--- config.mk ---
export PLATFORM = sky130hd
export DESIGN_NAME = repsub_div
export DESIGN_NICKNAME = d
export VERILOG_FILES = /design/src/rtl/repsub_div.sv
export SDC_FILE = /design/constraint.sdc
export NUM_CORES = 1
export LEC_CHECK = 0
export CAP_MARGIN = 15
export CORE_MARGIN = 3
export CORE_UTILIZATION = 59
export DETAILED_ROUTE_END_ITERATION = 12
export PLACE_DENSITY = 0.89
export RECOVER_POWER = 100
export SLEW_MARGIN = 20
export SYNTH_ARGS = -nofsm -noshare
export SYNTH_HDL_FRONTEND = slang
export SYNTH_SLANG_ARGS = --single-unit
export TNS_END_PERCENT = 5
--- constraint.sdc ---
create_clock -name clk -period 5 [get_ports clk]
set_input_delay 0.5 -clock clk [delete_from_list [all_inputs] [get_ports clk]]
set_output_delay 0.5 -clock clk [all_outputs]
set_load 0.02 [all_outputs]
--- src/rtl/repsub_div.sv ---
// Unsigned divider by repeated subtraction; dividend then divisor arrive on din.
// Optional REPSUB_DBZ_FLAG_EN raises err on a divide-by-zero, otherwise err is tied low.
//
//   state | meaning
//   IDLE  | waiting for start
//   LDA   | capture dividend into remainder, clear quotient
//   LDB   | capture divisor; zero divisor jumps straight to DONE
//   SUB   | subtract divisor while remainder >= divisor
//   DONE  | results held until the next start

module repsub_div #(
  parameter int WIDTH = 16
) (
  input  logic             clk,
  input  logic             rst,
  input  logic             start,
  input  logic [WIDTH-1:0] din,
  output logic [WIDTH-1:0] quotient,
  output logic [WIDTH-1:0] remainder,
  output logic             busy,
  output logic             done,
  output logic             err
);

  typedef enum logic [2:0] {
    IDLE = 3'd0,
    LDA  = 3'd1,
    LDB  = 3'd2,
    SUB  = 3'd3,
    DONE = 3'd4
  } state_t;

  state_t           state;
  state_t           state_nxt;
  logic [WIDTH-1:0] divisor;
  logic             sub_ok;
  logic             din_zero;

  assign sub_ok   = (remainder >= divisor);
  assign din_zero = (din == '0);

  always_ff @(posedge clk) begin
    if (rst) state <= IDLE;
    else     state <= state_nxt;
  end

  always_comb begin
    state_nxt = state;
    case (state)
      IDLE:    if (start) state_nxt = LDA;
      LDA:     state_nxt = LDB;
      LDB:     state_nxt = din_zero ? DONE : SUB;
      SUB:     if (!sub_ok) state_nxt = DONE;
      DONE:    if (start) state_nxt = LDA;
      default: state_nxt = IDLE;
    endcase
  end

  // Guarded subtraction: remainder never underflows and quotient tops out at divisor==1.
  always_ff @(posedge clk) begin
    if (rst) begin
      quotient  <= '0;
      remainder <= '0;
      divisor   <= '0;
    end else begin
      case (state)
        LDA: begin
          remainder <= din;
          quotient  <= '0;
        end
        LDB: begin
          divisor <= din;
          if (din_zero) quotient <= '1;
        end
        SUB: begin
          if (sub_ok) begin
            remainder <= remainder - divisor;
            quotient  <= quotient + WIDTH'(1);
          end
        end
        default: ;
      endcase
    end
  end

`ifdef REPSUB_DBZ_FLAG_EN
  logic err_q;

  always_ff @(posedge clk) begin
    if (rst)                          err_q <= 1'b0;
    else if (state == LDA)            err_q <= 1'b0;
    else if (state == LDB && din_zero) err_q <= 1'b1;
  end

  assign err = err_q;
`else
  assign err = 1'b0;
`endif

  assign busy = (state == LDA) || (state == LDB) || (state == SUB);
  assign done = (state == DONE);

endmodule

==> results of run 1 <==
==> routing by layer <==
metal  vias to the layer above  wire length [um]
li1                       1740                 -
met1                      1650              3930
met2                       174              4230
met3                        20               675
met4                         0               161
met5                         -                 0
==> flip-flops by register name, indices dropped and copies added (netlist names) <==
register	cells
remainder	16
quotient	16
divisor	16
state	3
==> logic make-up after synthesis <==
| logic type | synth area share |
|---|---|
| AND/OR/NAND/NOR | 0.243 |
| flip-flops | 0.299 |
| multiplexers | 0.0147 |
| AO/OA/AOI/OAI | 0.283 |
| buffers and inverters | 0.0726 |
| other | 0.00110 |
| adder cells (fa/ha/maj) | 0.0682 |
| XOR/XNOR | 0.0180 |
==> where the power goes <==
group	internal, uW	leakage (uW)	switching, uW
clock	93.3	0.0000361	137
sequential	445	0.000415	39.1
combinational	267	0.00107	414
total	805	0.00152	590
==> critical path: cells and delay by family, from the launching register on <==
family | cells | cell delay, ns
AO/OA/AOI/OAI | 3 | 1.21
buffers and inverters | 2 | 1.04
flip-flops | 1 | 0.83
AND/OR/NAND/NOR | 2 | 0.33
==> path summary, 6_finish.rpt <==
| path | startpoint | endpoint | slack [ns] | cells past startpoint |
|---|---|---|---|---|
| worst max-delay path | state[0]$_SDFFE_PP0P_ | quotient[2]$_SDFFE_PP0P_ | 1.47 | 7 |
| worst min-delay path | divisor[7]$_SDFFE_PP0N_ | divisor[7]$_SDFFE_PP0N_ | 0.46 | 2 |
| worst max register to register | state[0]$_SDFFE_PP0P_ | quotient[2]$_SDFFE_PP0P_ | 1.47 | 7 |
| worst min register to register | divisor[7]$_SDFFE_PP0N_ | divisor[7]$_SDFFE_PP0N_ | 0.46 | 2 |
==> per-stage QoR <==
stage	area, sq um	worst slack [ns]	instances	utilization
floorplan	3410	2.45	467	-
global placement	3910	1.76	566	0.706
detailed placement	3910	1.64	566	0.706
CTS	3990	1.88	572	0.720
global route	3980	1.18	572	0.718
finish	3980	1.47	572	0.718
==> layout by cell type, fill, tap and decap left out, types with 6 or more instances in the layout <==
| cell type | netlist | routed |
|---|---|---|
| nand2_1 | 75 | 75 |
| dfxtp_1 | 51 | 51 |
| a21oi_1 | 49 | 49 |
| nor2_1 | 37 | 37 |
| dlygate4sd3_1 | 0 | 35 |
| inv_1 | 29 | 29 |
| o21ai_0 | 28 | 28 |
| ha_1 | 17 | 17 |
| clkdlybuf4s50_1 | 0 | 16 |
| a311oi_1 | 14 | 14 |
| a211oi_1 | 14 | 14 |
| nand3_1 | 12 | 12 |
| nand2b_1 | 9 | 9 |
| nor3_1 | 8 | 8 |
| nand4_1 | 6 | 6 |
| a21o_1 | 6 | 6 |
| nor4_1 | 6 | 6 |
==> area by class of cell <==
class	instances	area, sq um
Multi-Input combinational cell	357	2140
Fill cell	482	1560
Sequential cell	51	1020
Timing Repair Buffer	56	542
Inverter	30	113
Tap cell	72	90.1
Clock buffer	5	68.8
Clock inverter	1	7.51
==> impl_metrics.py, run 1 <==
metrics = {
    "run_status": {
        "status": "finished, final reports clean",
    },
    "synthesis": {
        "yosysMostFrequentCell": "nand2_1",
        "syn_nets": 504,
        "synth_common_cells": "75 x nand2_1, 51 x dfxtp_1, 49 x a21oi_1",
        "yosys.area.top_type": "dfxtp_1",
        "yosysSeqAreaShare": 0.299,
        "synth_seq_cells": 51,
        "post_synth.cell_area_avg_sq_um": 7.30,
        "synth_cell_type_count": 53,
        "synthArstFlopShare": 0,
        "synthCells": 467,
        "yosys_warnings": 0,
        "synth.cell_area_sq_um": 3410,
        "synth_top_area_share": 0.299,
        "synth_ff_type": "dfxtp_1",
        "synth.area.top_cells": "dfxtp_1 30%, nand2_1 8.3%, a21oi_1 7.2%",
        "synth_edf_count": 0,
    },
    "power": {
        "p_leak_uw": 0.00152,
        "ir_worst_vdd_v": 0.000237,
        "power_density_nw_per_um2": 351,
        "total_power_uw": 1400,
    },
    "setup_path": {
        "crit_top_cell": "nor2_1",
        "start_kind": "register",
        "endpoint_kind": "register",
        "crit_arrival_ns": 3.72,
        "path_class": "reg -> reg",
        "cp_max_fo": 22,
        "cp_slowest_cell": "dfxtp_1",
        "worstPathRequired_ns": 5.20,
        "slowest_delay_ns": 0.83,
        "path_cells": "clkinv_1 -> nor2_1 -> clkbuf_1 -> o2111ai_1 -> o21ai_0 -> nor2_1 -> a2111oi_1",
    },
    "drt": {
        "wl_per_cell_um": 15.7,
        "firstDrtPassIters": 5,
        "antenna_violating_nets_post_route": 0,
        "drt_wl_total_mm": 9.00,
        "num_vias": 3584,
        "viasPerCell": 6.27,
        "drc": 0,
        "drt_iter0_drc": 320,
    },
    "run": {
        "drv_cap": 0,
    },
    "final_layout": {
        "nets": 538,
        "area_growth_pct": 16.7,
        "drive_gt1_frac": 0.0300,
        "diodes": 0,
    },
    "die": {
        "core_area_sq_um": 5540,
        "rows": 27,
        "dieArea_sq_um": 6730,
        "die_w_um": 82.0,
        "ios": 54,
        "die_h_um": 82.0,
        "initial_core_util": 0.616,
    },
    "clock_network": {
        "path_clk_slew_ns": 0.09,
        "root_buffer": "clkbuf_8",
        "numClockSinks": 51,
        "clock_path_buffers": 2,
        "cts_buffers": 5,
        "cts_tree": "yes",
        "worstSkewPairLatency_ns": 0.31,
        "cts-hold-fix-buffers": 0,
        "post_cts_resized": 0,
        "htree_num_levels": 2,
        "post_cts_buffers": 0,
    },
    "placed_design": {
        "place.gp.congestion": 0.925,
        "numPortBuffers": 52,
        "dp_hpwl_mm": 6.39,
    },
    "sta": {
        "finalSetupTns_ns": 0,
        "setup_violations": 0,
        "max_freq_ghz": 0.284,
        "grt_setup_unrepaired": "false",
        "fin_crit_sh": 0.705,
        "slew_violations": 0,
        "holdWs_ns": 0.459,
        "tightest_slew_ns": 1.19,
        "layout_min_cycle_time_ns": 3.53,
        "finalClockSkew_ns": 0.00682,
        "slew_headroom": 0.207,
        "hold_viol_final": 0,
    },
    "global_route": {
        "grt.total_usage": 0.278,
        "use_met3": 0.0537,
        "grt_pass1_wl_mm": 14.9,
        "grt_util_met1": 0.366,
        "grt_max_degree": 57,
        "grt_pass1_vias": 3176,
        "grtUsageMet2": 0.461,
        "top_usage_layer": "met2",
        "antenna_found_initial": 0,
        "globalRouteOverflowTotal": 0,
    },
    "worst_hold_path": {
        "hold_class": "reg -> reg",
    },
}
Power figures use the tool's default switching activity.
==> inputs of run 2 (changes only) <==
--- a/config.mk
+++ b/config.mk
@@ -7,9 +7,9 @@
 export LEC_CHECK = 0
 export CAP_MARGIN = 15
 export CORE_MARGIN = 3
-export CORE_UTILIZATION = 59
+export CORE_UTILIZATION = 54
 export DETAILED_ROUTE_END_ITERATION = 12
-export PLACE_DENSITY = 0.89
+export PLACE_DENSITY = 0.82
 export RECOVER_POWER = 100
 export SLEW_MARGIN = 20
 export SYNTH_ARGS = -nofsm -noshare
==> constraint.sdc (replaced) <==
create_clock -name clk -period 3.5 [get_ports clk]
set_input_delay 0.35 -clock clk [delete_from_list [all_inputs] [get_ports clk]]
set_output_delay 0.35 -clock clk [all_outputs]
set_load 0.02 [all_outputs]
==> impl_metrics.py, run 2 (synthesized netlist as in run 1, its figures left out) <==
metrics = {
    "global_route": {
        "grt_max_degree": 57,
        "grt_pass1_vias": 3296,
        "grt_pass1_wl_mm": 15.4,
        "globalRouteOverflowTotal": 0,
        "grt.total_usage": 0.251,
        "antenna_found_initial": 0,
    },
    "setup_path": {
        "worstPathRequired_ns": 3.74,
        "crit_arrival_ns": 2.98,
        "r2r_end": "state[2]$_SDFFE_PP0P_",
        "rr_worst_depth": 10,
        "endpoint_kind": "register",
        "cp_slowest_cell": "or4_1",
        "cp_max_fo": 7,
        "slowest_delay_ns": 0.67,
        "cp-startpoint": "remainder[0]$_SDFFE_PP0P_",
        "r2r_start": "remainder[0]$_SDFFE_PP0P_",
        "r2r_slack_ns": 0.75,
        "path_cells": "inv_1 -> ha_1 -> inv_1 -> fa_1 -> nand3_1 -> a311oi_1 -> o21a_1 -> or4_1 -> a211o_1 -> a21oi_2",
        "start_kind": "register",
        "crit_end": "state[2]$_SDFFE_PP0P_",
        "crit_top_cell": "inv_1",
        "path_class": "reg -> reg",
    },
    "clock_network": {
        "htree_num_levels": 2,
        "cts_buffers": 5,
        "post_cts_resized": 0,
        "cts_tree": "yes",
        "post_cts_buffers": 0,
        "root_buffer": "clkbuf_8",
        "cts-hold-fix-buffers": 0,
        "worstSkewPairLatency_ns": 0.31,
        "numClockSinks": 51,
        "path_clk_slew_ns": 0.09,
        "clock_path_buffers": 2,
    },
    "sta": {
        "setup_violations": 0,
        "finalClockSkew_ns": 0.00979,
        "slew_violations": 0,
        "layout_min_cycle_time_ns": 2.75,
        "grt_setup_unrepaired": "false",
        "finalSetupTns_ns": 0,
        "max_freq_ghz": 0.364,
        "holdWs_ns": 0.457,
        "hold_viol_final": 0,
        "fin_crit_sh": 0.785,
        "tightest_slew_ns": 1.03,
        "slew_headroom": 0.312,
    },
    "final_layout": {
        "area_growth_pct": 18.7,
        "final_cell_area_sq_um": 4050,
        "reg_top3": "divisor: 16 flops, quotient: 16 flops, remainder: 16 flops",
        "diodes": 0,
        "drive_gt1_frac": 0.0377,
        "nets": 541,
        "final_cell_mix": "75 x nand2_1, 51 x dfxtp_1, 49 x a21oi_1",
        "final_common_cell": "nand2_1",
    },
    "die": {
        "die_w_um": 85.5,
        "die_h_um": 85.5,
        "dieArea_sq_um": 7310,
        "ios": 54,
        "rows": 28,
        "core_area_sq_um": 6030,
        "initial_core_util": 0.566,
    },
    "placed_design": {
        "dp_hpwl_mm": 6.35,
        "place.gp.congestion": 0.911,
        "numPortBuffers": 52,
        "postPlaceCellArea_sq_um": 3950,
    },
    "drt": {
        "viasPerCell": 6.07,
        "antenna_violating_nets_post_route": 0,
        "drt_iter0_drc": 290,
        "drt_wl_total_mm": 8.90,
        "num_vias": 3517,
        "firstDrtPassIters": 4,
        "wl_per_cell_um": 15.4,
        "drc": 0,
    },
    "run_status": {
        "status": "finished, final reports clean",
    },
    "power": {
        "p_leak_uw": 0.00155,
        "power_density_nw_per_um2": 514,
        "ir_worst_vdd_v": 0.000268,
    },
    "run": {
        "drv_cap": 0,
    },
    "worst_hold_path": {
        "hold_class": "reg -> reg",
    },
}
## run 2: changes by cell type in the layout (fill, tap and decap cells not counted)
cell	previous run	this run
a2111oi_0	0	1
buf_12	0	1
buf_4	3	5
bufinv_16	0	1
a2111oi_1	1	0
## run 2: how the worst min path moves through the flow
stage | startpoint | endpoint | slack, ns | depth (start not counted)
final | divisor[1]$_SDFFE_PP0N_ | divisor[1]$_SDFFE_PP0N_ | 0.46 | 2
after CTS | divisor[2]$_SDFFE_PP0N_ | divisor[2]$_SDFFE_PP0N_ | 0.46 | 2
after detailed placement | divisor[2]$_SDFFE_PP0N_ | divisor[2]$_SDFFE_PP0N_ | 0.45 | 2
after global placement | divisor[8]$_SDFFE_PP0N_ | divisor[8]$_SDFFE_PP0N_ | 0.44 | 2
after global routing | divisor[2]$_SDFFE_PP0N_ | divisor[2]$_SDFFE_PP0N_ | 0.47 | 2
after floorplan | divisor[10]$_SDFFE_PP0N_ | divisor[10]$_SDFFE_PP0N_ | 0.44 | 2
## run 2: per-stage QoR
step	total power [uW]	utilization	worst slack [ns]	cells
floorplan	1440	-	0.947	467
global placement	1670	0.656	0.696	572
detailed placement	1690	0.656	0.635	572
CTS	2100	0.673	0.762	579
global route	2230	0.672	0.525	579
finish	2080	0.672	0.754	579
## run 2: power breakdown
group	total (uW)	switching (uW)	internal, uW
Combinational	991	601	390
Sequential	680	44.6	636
Clock	411	201	209
Total	2080	847	1240
## run 2: area by class of cell
| cell class | count | area, sq um |
|---|---|---|
| Multi-Input combinational cell | 357 | 2140 |
| Fill cell | 543 | 1980 |
| Sequential cell | 51 | 1020 |
| Timing Repair Buffer | 59 | 577 |
| Inverter | 30 | 113 |
| Tap cell | 75 | 93.8 |
| Clock buffer | 5 | 68.8 |
| Clock inverter | 2 | 37.5 |
## run 2: layer usage
metal | vias to the layer above | global-route usage | wire, um
li1 | 1755 | - | -
met1 | 1626 | 0.350 | 4130
met2 | 121 | 0.404 | 4120
met3 | 15 | 0.0369 | 534
met4 | 0 | 0.0676 | 120
met5 | - | 0 | 0
## run 2: critical path, delay by kind of cell (launching register included)
family	cells	cell delay, ns
buffers and inverters	2	0.12
AO/OA/AOI/OAI	4	0.82
flip-flops	1	0.33
adder cells (fa/ha/maj)	2	0.60
AND/OR/NAND/NOR	2	0.81
==> inputs of run 3 (changes only) <==
==> constraint.sdc (replaced) <==
create_clock -name clk -period 2.75 [get_ports clk]
set_input_delay 0.275 -clock clk [delete_from_list [all_inputs] [get_ports clk]]
set_output_delay 0.275 -clock clk [all_outputs]
set_load 0.02 [all_outputs]
==> impl_metrics.py, run 3 (synthesized netlist as in run 1, its figures left out) <==
metrics = {
    "run_status": {
        "status": "finished, final reports clean",
    },
    "setup_path": {
        "endpoint_kind": "register",
        "r2r_slack_ns": 0.18,
        "worst-path-buf-inv": 2,
        "path_cells": "inv_1 -> ha_1 -> inv_1 -> fa_1 -> nand3_1 -> a311oi_1 -> o21a_1 -> or4_4 -> a211o_1 -> a21oi_2",
        "cp_max_fo": 7,
        "slowest_delay_ns": 0.58,
        "worstPathRequired_ns": 2.99,
        "start_kind": "register",
        "r2r_end": "state[2]$_SDFFE_PP0P_",
        "cp_top_family": "compound AO/OA/AOI/OAI gates",
        "path_class": "reg -> reg",
        "cp-startpoint": "remainder[0]$_SDFFE_PP0P_",
        "crit_arrival_ns": 2.81,
        "crit_top_cell": "inv_1",
        "cp_slowest_cell": "or4_4",
        "r2r_start": "remainder[0]$_SDFFE_PP0P_",
        "rr_worst_depth": 10,
        "crit_cells": 10,
    },
    "clock_network": {
        "cts_buffers": 5,
        "numClockSinks": 51,
        "root_buffer": "clkbuf_8",
        "worstSkewPairLatency_ns": 0.30,
        "post_cts_buffers": 0,
        "post_cts_resized": 0,
        "cts-hold-fix-buffers": 0,
        "cts_tree": "yes",
        "htree_num_levels": 2,
        "path_clk_slew_ns": 0.10,
        "clock_path_buffers": 2,
    },
    "power": {
        "p_leak_uw": 0.00160,
        "intPower_uw": 1700,
        "p_comb_frac": 0.467,
        "switching_share": 0.392,
        "power_frac_seq": 0.310,
        "power.net_switching_uw": 1100,
        "power_density_nw_per_um2": 676,
        "clockPowerShare": 0.224,
        "ir_worst_vdd_v": 0.000328,
    },
    "sta": {
        "slew_violations": 0,
        "fin_crit_sh": 0.933,
        "grt_setup_unrepaired": "false",
        "finalSetupTns_ns": 0,
        "slew_headroom": 0.525,
        "setup_violations": 0,
        "max_freq_ghz": 0.390,
        "hold_viol_final": 0,
        "finalClockSkew_ns": 0.00405,
        "tightest_slew_ns": 0.713,
        "layout_min_cycle_time_ns": 2.57,
    },
    "drt": {
        "drt_wl_total_mm": 9.31,
        "antenna_violating_nets_post_route": 0,
        "viasPerCell": 6.14,
        "drt_iter0_drc": 231,
        "wl_per_cell_um": 15.9,
        "firstDrtPassIters": 6,
        "drc": 0,
        "num_vias": 3598,
    },
    "final_layout": {
        "final_cell_mix": "75 x nand2_1, 51 x dfxtp_1, 49 x a21oi_1",
        "final_common_cell": "nand2_1",
        "nets": 547,
        "diodes": 0,
        "reg_top3": "divisor: 16 flops, quotient: 16 flops, remainder: 16 flops",
        "final_cell_area_sq_um": 4130,
        "drive_gt1_frac": 0.0509,
        "fin_util": 0.686,
        "area_growth_pct": 21.2,
    },
    "die": {
        "rows": 28,
        "core_area_sq_um": 6030,
        "die_w_um": 85.5,
        "initial_core_util": 0.566,
        "ios": 54,
        "dieArea_sq_um": 7310,
        "die_h_um": 85.5,
    },
    "global_route": {
        "globalRouteOverflowTotal": 0,
        "antenna_found_initial": 0,
        "grt.total_usage": 0.255,
        "grt_pass1_vias": 3358,
        "grt_max_degree": 40,
        "grt_pass1_wl_mm": 15.6,
    },
    "placed_design": {
        "place.gp.congestion": 0.932,
        "numPortBuffers": 52,
        "postPlaceCellArea_sq_um": 4010,
        "dp_hpwl_mm": 6.73,
    },
    "run": {
        "drv_cap": 0,
    },
    "worst_hold_path": {
        "min_to": "divisor[7]$_SDFFE_PP0N_",
        "hold_class": "reg -> reg",
        "holdPathStages": 2,
        "holdCritStartpoint": "divisor[7]$_SDFFE_PP0N_",
    },
}
==> run 3: cell types whose count changed in the layout (fill, tap and decap cells not counted), sizes merged <==
cell           previous run  this run
bufinv                    1         2
clkdlybuf4s50            16        17
clkinvlp                  1         0
buf                       7        12
dlygate4sd3              35        34
clkbuf                    6         8
==> run 3: layout make-up <==
type | count | area, sq um
Fill cell | 537 | 1890
Clock buffer | 6 | 72.6
Tap cell | 75 | 93.8
Inverter | 30 | 113
Clock inverter | 2 | 60.1
Multi-Input combinational cell | 357 | 2140
Timing Repair Buffer | 65 | 631
Sequential cell | 51 | 1020
==> run 3: through the flow <==
stage / setup slack, ns / total power (uW) / std cells / hold WS, ns
after global routing: 0.0276 / 2970 / 586 / 0.483
after CTS: 0.105 / 2810 / 586 / 0.463
final: 0.185 / 2790 / 586 / 0.460
after floorplan: 0.197 / 1830 / 467 / 0.411
after detailed placement: 0.127 / 2190 / 578 / 0.450
after global placement: 0.210 / 2160 / 578 / 0.443
==> run 3: worst reg2reg max path, delay by kind of cell, from the launching register on <==
kind	cells	cell delay [ns]
AO/OA/AOI/OAI	4	0.76
AND/OR/NAND/NOR	2	0.72
adder cells (fa/ha/maj)	2	0.58
flip-flops	1	0.33
buffers and inverters	2	0.10
==> run 3: how the worst max path moves through the flow <==
stage / end / slack (ns)
2_1_floorplan: state[2]$_SDFFE_PP0P_ / 0.20
3_3_place_gp: quotient[9]$_SDFFE_PP0P_ / 0.21
3_5_place_dp: quotient[2]$_SDFFE_PP0P_ / 0.13
4_1_cts: quotient[2]$_SDFFE_PP0P_ / 0.10
5_1_grt: state[2]$_SDFFE_PP0P_ / 0.03
6_report: state[2]$_SDFFE_PP0P_ / 0.18
==> run 3: per-layer routing <==
layer | vias up | GRT usage | routed length (um)
met5 | - | 0 | 0
met4 | 0 | 0.0777 | 143
met1 | 1700 | 0.335 | 4300
met2 | 119 | 0.426 | 4390
li1 | 1760 | - | -
met3 | 19 | 0.0456 | 480
==> run 3: power groups by stage <==
stage / combinational (uW) / sequential [uW] / clock (uW)
floorplan: 897 / 932 / 0
global route: 1440 / 876 / 658
global placement: 1280 / 881 / 0
detailed placement: 1300 / 883 / 0
finish: 1300 / 865 / 624
CTS: 1310 / 867 / 636
==> patch (flow settings as in run 3) <==
The parameter `WIDTH` goes from 16 to 24.
--- a/src/rtl/repsub_div.sv
+++ b/src/rtl/repsub_div.sv
@@ -9,7 +9,7 @@
 //   DONE  | results held until the next start
 
 module repsub_div #(
-  parameter int WIDTH = 16
+  parameter int WIDTH = 24
 ) (
   input  logic             clk,
   input  logic             rst,
Interface: changed (resized din, quotient and remainder); port bits go from 54 to 78. The function was not compared with the original's and may differ.
==> patch against run 3 <==
  * Synthesized area increased by 45%
  * Die area increased by 42%
  * Synthesized cell count increased by 41%
  * Routed wire length increased by 65%
  * Final area increased by 53%
  * Combinational power increased by 100%
  * Via count increased by 50%
  * Setup slack got worse by 0.16 ns
  * Sequential cell count increased by 24
  * Clock skew increased by 0.0076 ns
  * Total power increased by 79%
  * Clock power increased by 58%
  * Critical path type unchanged
==> patch: results (changes against run 3) <==
- The power spent charging and discharging nets is 2.09 mW (+91%).
- The total number of vias is 5386 (+50%).
- The run finished with clean final reports.
- The first-pass GRT wire length was 24500 µm (+57%).
- The share of the synthesized area in compound gates (AO/OA/AOI/OAI) came to 0.283 (about the same).
- The register fraction of the total cell area is 0.238 (-0.00945).
- The mux cell area share after synthesis came to 0.00606 (-0.00861).
- The all-layer global routing usage came to 0.296 (+0.0410).
- The total placed cells including tap cells is 832 (+44%).
- The largest vdd supply drop is 0.390 mV (+19%).
- The length of the first detailed-routing pass in iterations was 5 (-1).
- The source-to-sink clock delay at the later pin of the worst-skew pair came to 0.36 ns (+0.06 ns).
- The initial detailed-routing violation count came to 465 (+100%).
- The via count of the first global-routing pass is 5073 (+51%).
- The sequential element share of the synthesized area came to 0.303 (+0.00384).
- The number of buffers inserted by port buffering is 76 (+46%).
- The number of signal-net buffers in the layout was 113 (+74%).
- The count of unique library cells instantiated by Yosys is 59 (+11%).
- The number of logic inverters in the finished layout was 46 (+53%).
- The sequential cell area is 0.00150 mm² (+47%).
- The worst clock skew is 0.0116 ns (+0.00755 ns).
- The relative slew slack came to 0.309 (-0.216).
- The synthesized net count is 711 (+41%).
- The xor/xnor share of the synthesized area was 0.0336 (+0.0156).
- Ranked by total cell area, the synthesized netlist is headed by sky130_fd_sc_hd__dfxtp_1 30%, sky130_fd_sc_hd__a21oi_1 6.9%, sky130_fd_sc_hd__nand2_1 6.7%, sky130_fd_sc_hd__ha_1 6.3%, sky130_fd_sc_hd__nor2_1 3.9%.
- By area, the combinational part of the netlist is dominated by compound AO/OA/AOI/OAI gates.
- The layout clock buffer count is 11 (+5).
- The number of sinks on the clock net was 75 (+47%).
- The number of H-tree levels came to 3 (+1).
- The kind of cell adding the most delay to the critical path is simple AND/OR/NAND/NOR gates.
- The top fanout value on the critical path came to 14 (+7).
- The cell type of the slowest stage on the worst timing path is sky130_fd_sc_hd__a311o_2.
- The maximum single-stage delay on the critical path was 0.44 ns (-0.14 ns).
- The layout cell share with drive strength beyond 1 is 0.112 (+0.0608).
- The cell count after synthesis came to 658 (+41%).
- The HPWL after detailed placement is 10800 µm (+61%).
- The adder-cell share of the synthesized area was 0.0672 (-0.00103).
- In the final layout, the registers with the most flip-flops are divisor: 24 flops, quotient: 24 flops, remainder: 24 flops.
- The layout buffering overhead excluding clock cells is 0.170 (+0.0172).
- The global placer's final weighted congestion is 0.946 (+1.5%).
- The area growth from synthesis to layout is 27.8%.
- The post-place setup slack is -0.0638 ns (-0.191 ns).
- The critical path arrival is 2.95 ns (+0.14 ns).
- The number of fill cells in the layout is 713 (+33%).
- The routed length per instance is 18.1 µm (+14%).
- The number of buffers added by the clock tree synthesis step is 9 (+4).
- The leakage power of the design is 2.64 nW (+65%).
[patch: cell types whose count changed in the layout (fill, tap and decap cells not counted), moves of 11 or more]
cell,change
sky130_fd_sc_hd__a31oi_1,+14
sky130_fd_sc_hd__nor2_1,+12
sky130_fd_sc_hd__buf_4,+24
sky130_fd_sc_hd__dlygate4sd3_1,+15
sky130_fd_sc_hd__inv_1,+17
sky130_fd_sc_hd__nand2_1,+14
sky130_fd_sc_hd__nor3_1,+11
sky130_fd_sc_hd__a21oi_1,+17
sky130_fd_sc_hd__dfxtp_1,+22
[patch: cell families (layout without fill, tap and decap cells)]
group / count (synthesis) / count (layout)
other cells: 1 / 1
xor+xnor: 19 / 19
mux: 3 / 3
flops: 75 / 75
buf+inv: 90 / 175
simple gates: 238 / 238
fa+ha+maj: 26 / 26
compound gates: 206 / 206
[patch: final timing paths]
| kind | end | start | slack [ns] | cells after the start |
|---|---|---|---|---|
| worst min register to register | divisor[16] | divisor[16] | 0.46 | 2 |
| worst max register to register | quotient[2] | divisor[12] | 0.02 | 11 |
| worst max-delay path | quotient[2] | divisor[12] | 0.02 | 11 |
| worst min-delay path | divisor[16] | divisor[16] | 0.46 | 2 |
[patch: routing by layer]
metal / share of wire / global-route usage
met2: 0.49 / 0.498
met5: 0 / 0
met1: 0.41 / 0.375
met4: 0.032 / 0.127
met3: 0.069 / 0.0475
[patch: power groups by stage]
stage	Combinational, mW	Clock [mW]	Sequential (mW)
after detailed placement	2.51	0	1.36
after floorplan	1.62	0	1.43
after global placement	2.45	0	1.35
after global routing	2.87	1.04	1.36
final	2.66	0.987	1.34
after CTS	2.56	0.997	1.34
[patch: repair_timing]
item | in CTS | in global routing
gates resized for setup | 3 | 18
pin swaps | 2 | 5
endpoints found under the setup margin | 5 | 47
buffers inserted | 0 | 3
